<file path="config.mk">
export PLATFORM = sky130hd
export DESIGN_NAME = dram_port_arbiter
export DESIGN_NICKNAME = d
export VERILOG_FILES = /design/src/rtl/dram_port_arbiter.sv
export SDC_FILE = /design/constraint.sdc
export NUM_CORES = 1
export LEC_CHECK = 0
export ABC_CLOCK_PERIOD_IN_PS = 1710
export BUFFER_PORTS_ARGS = -buffer_cell sky130_fd_sc_hd__buf_2
export CAP_MARGIN = 20
export CORE_AREA = 3 3 105 107
export CTS_CLUSTER_SIZE = 30
export DETAILED_ROUTE_END_ITERATION = 8
export DIE_AREA = 0 0 108 110
export SYNTH_ARGS = -nofsm -noshare
export SYNTH_HDL_FRONTEND = slang
export SYNTH_SLANG_ARGS = --single-unit
</file>
<file path="constraint.sdc">
create_clock -name clk -period 1.71 [get_ports clk]
set_input_delay 0.342 -clock clk [delete_from_list [all_inputs] [get_ports clk]]
set_output_delay 0.342 -clock clk [all_outputs]
set_load 0.01 [all_outputs]
</file>
<file path="src/rtl/dram_port_arbiter.sv">
// dram_port_arbiter: shares one single-port RAM between an instruction-fetch port and a data port
module dram_port_arbiter #(
    parameter int MAX_WAIT = 4,
    parameter int CNT_W    = 3
) (
    input  logic        clk,
    input  logic        rst,
    input  logic        if_req,
    input  logic [31:0] if_addr,
    output logic        if_gnt,
    output logic        if_rvalid,
    output logic [31:0] if_rdata,
    input  logic        d_req,
    input  logic        d_we,
    input  logic [31:0] d_addr,
    input  logic [31:0] d_wdata,
    input  logic [3:0]  d_be,
    output logic        d_gnt,
    output logic        d_rvalid,
    output logic [31:0] d_rdata,
    output logic        mem_rd,
    output logic        mem_wr,
    output logic [31:0] mem_addr,
    output logic [31:0] mem_wdata,
    output logic [3:0]  mem_be,
    input  logic [31:0] mem_rdata
);
    localparam logic [CNT_W-1:0] MAX_CNT = CNT_W'(MAX_WAIT);
    typedef enum logic [1:0] {OWN_NONE = 2'b00, OWN_DATA = 2'b01, OWN_FETCH = 2'b10} owner_e;
    owner_e            rsel_q, rsel_d;
    logic [CNT_W-1:0]  wcnt_q, wcnt_d;
    // arbitration, RAM command mux and next-state; grants are gated by rst so reset forces everything idle
    always_comb begin
        if_gnt    = rst && if_req && (!d_req || wcnt_q == MAX_CNT);
        d_gnt     = rst && d_req && !if_gnt;
        mem_rd    = if_gnt || (d_gnt && !d_we);
        mem_wr    = d_gnt && d_we;
        mem_addr  = if_gnt ? if_addr : d_gnt ? d_addr : 32'h0;
        mem_wdata = mem_wr ? d_wdata : 32'h0;
        mem_be    = mem_rd ? 4'hF : mem_wr ? d_be : 4'h0;
        wcnt_d    = (if_req && !if_gnt) ? (wcnt_q == MAX_CNT ? wcnt_q : wcnt_q + 1'b1) : '0;
        rsel_d    = if_gnt ? OWN_FETCH : (d_gnt && !d_we) ? OWN_DATA : OWN_NONE;
    end
    // starvation counter and read-owner register; reset drops any read still in flight
    always_ff @(posedge clk or negedge rst) begin
        if (!rst) begin
            wcnt_q <= '0;
            rsel_q <= OWN_NONE;
        end else begin
            wcnt_q <= wcnt_d;
            rsel_q <= rsel_d;
        end
    end
    assign if_rvalid = (rsel_q == OWN_FETCH);
    assign d_rvalid  = (rsel_q == OWN_DATA);
    assign if_rdata  = if_rvalid ? mem_rdata : 32'h0;
    assign d_rdata   = d_rvalid ? mem_rdata : 32'h0;
endmodule
</file>
[Word-level counts from Yosys, hierarchy flattened]
Index checks and enable logic that the tools add are counted.
Operators by class
  $add $sub $neg: 1
  equality and inequality tests: 4
  muxes and demuxes: 11
  reduce and logical (&&, ||, !) cells: 12
Operator list (count)
  32-bit 2-to-1 mux: 5
  4-bit 2-to-1 mux: 2
  1-bit logical AND: 7
  3-bit 2-to-1 mux: 2
  3-bit by 1-bit adder with 3-bit output (second input constant): 1
  3-bit equality test (second input constant): 1
  1-bit zero test: 3
  2-bit by 1-bit equality test with 1-bit output (second input constant): 1
  2-bit equality test (second input constant): 1
  1-bit logical OR: 2
  2-bit 2-to-1 mux: 1
  2-bit != test (second input constant): 1
  1-bit 2-to-1 mux: 1
Word-level totals
  register bits: 5
  input port bits: 137
  word-level logic and storage cells: 30

[Longest topological paths before layout]
Gate-level depths: netlist of run 1.
  depth after elaboration: 8
  depth in mapped cells: 8

[Worst setup path after synthesis of run 1]
No wires, ideal clock.
  kind: register to output
  start: reg wcnt_q[0]
  end: out mem_addr[22]
  data arrival time: 1.423 ns
  required time: 1.368 ns
  path slack: -0.055 ns
  stages on the path, launching flop included: 8
  path buffers: 1
  cells stage by stage: dfrtp_1 inv_1 ha_1 a21bo_2 nand3_2 inv_2 buf_4 a22o_1
Between the ends
  longest elaborated chain between the ends: 7
Ends and longest elaborated chain
  start, declared: RTL line 31  | logic [CNT_W-1:0] wcnt_q, wcnt_d;
  start signal, assigned: RTL line 50  | wcnt_q <= wcnt_d;
  3-bit equality test *: RTL line 34  | if_gnt = rst && if_req && (!d_req || wcnt_q == MAX_CNT);
  1-bit logical OR *: RTL line 34
  1-bit logical AND *: RTL line 34
  via if_gnt: RTL line 10  | output logic if_gnt,
  1-bit zero test: RTL line 35  | d_gnt = rst && d_req && !if_gnt;
  1-bit logical AND: RTL line 35
  32-bit 2-to-1 mux: RTL line 38  | mem_addr = if_gnt ? if_addr : d_gnt ? d_addr : 32'h0;
  32-bit 2-to-1 mux *: RTL line 38
  end, declared: RTL line 23  | output logic [31:0] mem_addr,
The timed path passes the listed nets; every way through them passes the cells marked *.

[Worst setup path after layout of run 1]
  start: reg wcnt_q[0]
  end: out mem_addr[29]
Between the ends
  longest elaborated chain between the ends: 7
Ends and longest elaborated chain (RTL line)
  3-bit equality test *: 34
  1-bit logical OR *: 34
  1-bit logical AND *: 34
  1-bit zero test: 35
  1-bit logical AND: 35
  32-bit 2-to-1 mux: 38
  32-bit 2-to-1 mux *: 38
Mark *: on every way between the ends. The rest lies on a longest branch, timed or not.

==> results of run 1 <==
## logic make-up (layout without fill, tap and decap cells)
kind of cell    count (synthesis)  count (layout)  share of synthesized area [%]
simple gates                  116             116                          53.18
compound gates                 42              42                          25.44
buf+inv                        24             306                          10.32
flops                           5               5                          9.217
fa+ha+maj                       2               2                          1.843
other cells                     0               1                              0
## worst reg2reg max path, cell delays in order (launching register included)
cell and delay, ps:
dfrtp_1 380, buf_4 130, buf_4 120, ha_1 210, and3b_1 190, a31oi_1 140, o2111a_1 200
## what timing repair did
action	CTS	global route
hold endpoints to repair	0	0
pin swaps	1	5
cloned	2	2
resized for setup	9	18
endpoints found under the setup margin	72	72
buffers inserted	4	2
## placed cells by master (no fill, tap or decap), types with 2 or more instances in the layout
cell	n
inv_2	2
buf_4	14
and2_1	65
o22ai_1	2
nand3_4	2
o21ai_2	5
nand2_1	6
buf_6	4
a22o_1	32
dfrtp_1	5
clkbuf_8	3
buf_12	5
and3_1	32
buf_2	273
nor2b_1	6
## flip-flops by register name, indices dropped and copies added, names as in the netlist
name and cells:
wcnt_q 3, rsel_q 2
## layout make-up
cell class	instances	area (sq um)	area share (%)
inverters	4	25.02	0.7880
well taps	136	170.2	5.359
multi-input cells	160	1139	35.85
clock buffers	4	45.04	1.418
repair buffers	298	1669	52.56
diodes	1	2.502	0.07880
flip-flops and latches	5	125.1	3.940
## final timing paths
| path | startpoint | to | slack [ps] |
|---|---|---|---|
| hold / removal | rst | wcnt_q[1] | 110 |
| hold reg to reg | wcnt_q[1] | wcnt_q[1] | 680 |
| min in group clk | d_we | rsel_q[0] | 540 |
| setup reg to reg | wcnt_q[0] | wcnt_q[2] | 260 |
| max in group asynchronous | rst | rsel_q[1] | 1460 |
| setup / recovery | wcnt_q[0] | mem_addr[29] | -330 |
## power by group
part	internal (W)	switching [W]	total (W)
logic	0.000337	0.000301	0.000638
clock network	0.000161	0.0000643	0.000225
registers	0.000125	0.00000411	0.000129
total	0.000623	0.000369	0.000992
## cell usage after synthesis (all sizes together), types with 2 or more instances
cell type,number
and2,65
a22o,32
and3,32
clkbuf,11
buf,9
nand2,6
nor2b,6
dfrtp,5
o21ai,5
inv,4
nand3,3
ha,2
o22ai,2
## through the flow
stage                     power (W)  std cells  setup WS (ps)
after floorplan           0.0003770        189         -10.61
after global placement    0.0006961        593         -84.07
after detailed placement  0.0007052        593         -137.4
after CTS                 0.0009621        603         -320.8
after global routing       0.001064        608         -372.9
final                     0.0009924        608         -329.1
## layer usage
layer	GRT usage [%]	wire, um	part of all wire [%]
met5	0	0	0
met4	4.418	146	1.6
met3	1.980	1132	12
met2	21.18	4499	50
met1	14.98	3306	36
==> flow_metrics.py, run 1 <==
metrics = {
    "status": {
        "status": "finished, violations left",
        "violations": "setup timing",
    },
    "cts": {
        "cts_buffers": 3,
        "cts_tree": "yes",
        "clkTransAtPathRegs_ps": 40,
        "insertion_delay_ps": 230,
        "clock-sinks": 5,
        "clk_path_buf_depth": 2,
        "clockRootBuffer": "clkbuf_8",
        "ctsHoldBuffers": 0,
        "cts_max_level": 1,
    },
    "synth": {
        "ys_ff_latch": 5,
        "synth_top_area_share_pct": 29.95,
        "yosysWarnings": 0,
        "ys.flop_type": "dfrtp_1",
        "synthesis.nets": 328,
        "synth-edff-count": 0,
        "synth_top_cell_by_area": "and2_1",
        "synthTopCellsByArea": "and2_1, a22o_1, and3_1",
        "syn-cell-area_sq_mm": 0.001358,
        "synthesis.instances": 189,
        "syn_area_per_cell_sq_um": 7.183,
        "synthArstFlopShare_pct": 100.0,
        "synth_cell_types": 23,
        "synth-seq-area-share_pct": 9.217,
    },
    "route": {
        "routed_wl_um": 9084,
        "num_vias": 2613,
        "wl_per_cell_um": 14.94,
        "drt_first_iter_violations": 167,
        "drtPass1Iterations": 4,
        "drc": 0,
        "ant_nets": 0,
        "via_per_inst": 4.298,
    },
    "critical_path": {
        "arrival_ps": 1700,
        "crit_path_top_delay_cell": "dfrtp_1",
        "startpoint_type": "flop",
        "path_class": "flop to output port",
        "cpLargestDelayFamily": "compound AO/OA/AOI/OAI gates",
        "crit_chain": "inv_2 -> ha_4 -> a21bo_2 -> nand3_4 -> inv_4 -> buf_12 -> a22o_1 -> buf_2",
        "end_kind": "output port",
        "critPathMaxFanout": 17,
        "reg2reg_depth": 6,
        "cp.depth": 8,
        "critPathMaxStageDelay_ps": 350,
        "worstPathRequired_ps": 1370,
        "worst-path-buf-inv": 4,
    },
    "floorplanning": {
        "die_area_sq_mm": 0.01188,
        "die_x_um": 108,
        "rows": 37,
        "die_h_um": 110,
        "ios": 275,
        "initial_core_util_pct": 13.27,
        "fp.coreArea_sq_mm": 0.01023,
    },
    "final_layout": {
        "stdcell_area_sq_mm": 0.003176,
        "area_delta_synth_final_pct": 133.9,
        "postLayoutCoreUtil_pct": 31.04,
        "drive_gt1_share_pct": 67.09,
        "final_nets": 611,
        "fillCellCount": 1126,
    },
    "sta": {
        "fin_crit_sh_pct": 119.2,
        "worst_slack_ps": -329.1,
        "max_clock_freq_mhz": 490.4,
        "hold_viol": 0,
        "hold_slack_ps": 114.8,
        "rsz0062_at_grt": "yes",
        "worst_slew_pin_slew_ps": 210.9,
        "setup_tns_ps": -19270,
        "finalWorstPathRequiredPeriod_ps": 2039,
        "finalClockSkew_ps": 4.159,
        "setup_violations": 72,
        "maxSlewViolCount": 0,
        "max_slew_margin_pct": 85.91,
    },
    "global_route": {
        "gr-usage-all-layers_pct": 12.11,
        "grt.overflow.total": 0,
        "antenna_found_initial": 2,
        "grt_max_degree": 53,
        "first_global_vias": 2261,
        "grt_pass1_wl_um": 11370,
    },
    "min_path": {
        "hp-class": "input port to async pin",
    },
    "pwr": {
        "powerDensity_mw_per_mm2": 312.5,
        "p_leak_nw": 2.120,
        "ir_drop_uv": 117.5,
    },
    "place": {
        "place_area_sq_mm": 0.002932,
        "portBuffers": 274,
        "gp_congestion": 0.7481,
        "place_hpwl_um": 7442,
    },
    "run": {
        "cap_violations": 0,
    },
}
Note: power is estimated with default switching activity, not from simulation.
==> run 2, diff against run 1 <==
- CELL_PAD_IN_SITES_DETAIL_PLACEMENT: not set -> 1
- CELL_PAD_IN_SITES_GLOBAL_PLACEMENT: not set -> 2
- CORE_AREA: 3 3 105 107 -> not set
- CORE_MARGIN: not set -> 3
- CORE_UTILIZATION: not set -> 10
- DIE_AREA: 0 0 108 110 -> not set
- GPL_ROUTABILITY_DRIVEN: not set -> 0
- PLACE_DENSITY_LB_ADDON: not set -> 0.1
==> flow_metrics.py, run 2 (synthesized netlist as in run 1, its figures left out) <==
metrics = {
    "route": {
        "drc": 0,
        "route.met3.wl_um": 1281,
        "drt_first_iter_violations": 57,
        "dr_wl_met2_um": 5826,
        "drtPass1Iterations": 4,
        "via_per_inst": 3.988,
        "num_vias": 2584,
        "ant_nets": 0,
        "dr.max_layer_used": "met5",
        "routed_wl_um": 10550,
        "wl_per_cell_um": 16.28,
        "drt-met1-wl_um": 3336,
    },
    "sta": {
        "setup_tns_ps": -17800,
        "maxSlewViolCount": 0,
        "worst_slack_ps": -317.6,
        "fin_crit_sh_pct": 118.6,
        "finalWorstPathRequiredPeriod_ps": 2028,
        "max_clock_freq_mhz": 493.2,
        "rsz0062_at_grt": "yes",
        "setup_violations": 72,
        "finalClockSkew_ps": 1.768,
        "max_slew_margin_pct": 86.12,
        "worst_slew_pin_slew_ps": 207.8,
        "hold_viol": 0,
    },
    "global_route": {
        "grt_pass1_wl_um": 14810,
        "gr-usage-all-layers_pct": 12.65,
        "antenna_found_initial": 2,
        "grt.overflow.total": 0,
        "first_global_vias": 2727,
        "grt_max_degree": 40,
    },
    "critical_path": {
        "path_class": "flop to output port",
        "regToRegEndpoint": "wcnt_q[2]",
        "startpoint_type": "flop",
        "critPathMaxFanout": 7,
        "worstPathRequired_ps": 1370,
        "arrival_ps": 1690,
        "end_kind": "output port",
        "rrSetupSlack_ps": 190,
        "reg2reg_depth": 7,
        "reg2reg_from": "wcnt_q[1]",
    },
    "place": {
        "portBuffers": 274,
        "place_inst": 633,
        "place_area_sq_mm": 0.003019,
        "place_hpwl_um": 8527,
        "dp_slack_ps": -123.6,
    },
    "final_layout": {
        "fin_cells": 648,
        "largest_registers": "wcnt_q: 3 flops, rsel_q: 2 flops",
        "final_cell_mix": "buf_2, and2_1, and3_1, a22o_1, buf_4",
        "final_common_cell": "buf_2",
        "seq_area_sq_um": 125.1,
        "fillCellCount": 1647,
        "stdcell_area_sq_mm": 0.003382,
        "multi_input_area_sq_mm": 0.001122,
        "drive_gt1_share_pct": 66.53,
        "max_flop_register": "wcnt_q",
        "final_nets": 615,
        "area_delta_synth_final_pct": 149.1,
        "largest_register_ff_count": 3,
    },
    "cts": {
        "cts_max_level": 1,
        "clock-sinks": 5,
        "clockRootBuffer": "clkbuf_16",
        "cts_buffers": 3,
        "cts_tree": "yes",
        "insertion_delay_ps": 230,
        "clk_path_buf_depth": 2,
        "clkTransAtPathRegs_ps": 40,
    },
    "floorplanning": {
        "rows": 41,
        "die_x_um": 122.5,
        "die_h_um": 122.5,
        "fp.coreArea_sq_mm": 0.01293,
        "initial_core_util_pct": 10.50,
        "ios": 275,
        "die_area_sq_mm": 0.01501,
    },
    "pwr": {
        "ir_drop_uv": 154.8,
        "powerDensity_mw_per_mm2": 352.6,
        "power.total_w": 0.001192,
        "p_seq_share_pct": 10.9,
        "p_sw_w": 0.0003912,
        "clkPwrFrac_pct": 33.0,
        "p_int_w": 0.0008011,
        "comb_power_share_pct": 56.1,
        "p_leak_nw": 2.178,
        "switching_share_pct": 32.81,
    },
    "min_path": {
        "hp-class": "input port to async pin",
    },
    "run": {
        "cap_violations": 0,
    },
    "status": {
        "violations": "setup timing",
        "status": "finished, violations left",
    },
}
[run 2: what timing repair did]
action / in CTS / in global routing
hold endpoints to repair: 0 / 0
cloned: 4 / 1
hold buffers: 0 / 0
pin swaps: 3 / 2
gates resized for setup: 25 / 2
buffers inserted: 4 / 1
endpoints found under the setup margin: 95 / 103
[run 2: how the worst max path moves through the flow]
stage,from,endpoint,depth (start not counted)
2_1_floorplan,wcnt_q[0],mem_addr[22],7
3_3_place_gp,wcnt_q[0],mem_addr[1],8
3_5_place_dp,wcnt_q[0],mem_addr[1],8
5_1_grt,wcnt_q[1],mem_addr[30],8
6_report,wcnt_q[0],mem_addr[9],8
4_1_cts,wcnt_q[0],mem_addr[29],8
[run 2: worst max-delay path, cell delays in order, from the launching register on]
cell and delay (ps):
dfrtp_1 350, inv_2 60, ha_4 160, a21bo_2 210
nand3_4 90, inv_8 60, clkbuf_16 160, a22o_1 220
buf_2 140
[run 2: final cells by class]
type,instances,area share [%]
Antenna cell,1,0.07399
Clock buffer,4,2.331
Inverter,4,0.8139
Multi-Input combinational cell,160,33.19
Sequential cell,5,3.700
Tap cell,172,6.363
Timing Repair Buffer,302,53.53
[run 2: layer usage]
metal  vias up  GRT usage (%)
met5         -              0
met4         4          1.959
met3        11          4.700
met2       171          25.83
met1      1164          12.03
li1       1234              -
[run 2: power groups by stage]
stage	combinational [W]	clock, W	sequential (W)
6_report	0.000669	0.000394	0.000130
5_1_grt	0.000739	0.000408	0.000130
4_1_cts	0.000671	0.000402	0.000130
3_5_place_dp	0.000602	0	0.000130
3_3_place_gp	0.000601	0	0.000130
2_1_floorplan	0.000247	0	0.000131
[run 2: per-stage QoR]
stage / utilization (%) / hold WS [ps]
after floorplan: - / 46.41
after global placement: 23.35 / 303.1
after detailed placement: 23.35 / 308.3
after CTS: 25.82 / 118.9
after global routing: 26.14 / 133.8
final: 26.16 / 118.8
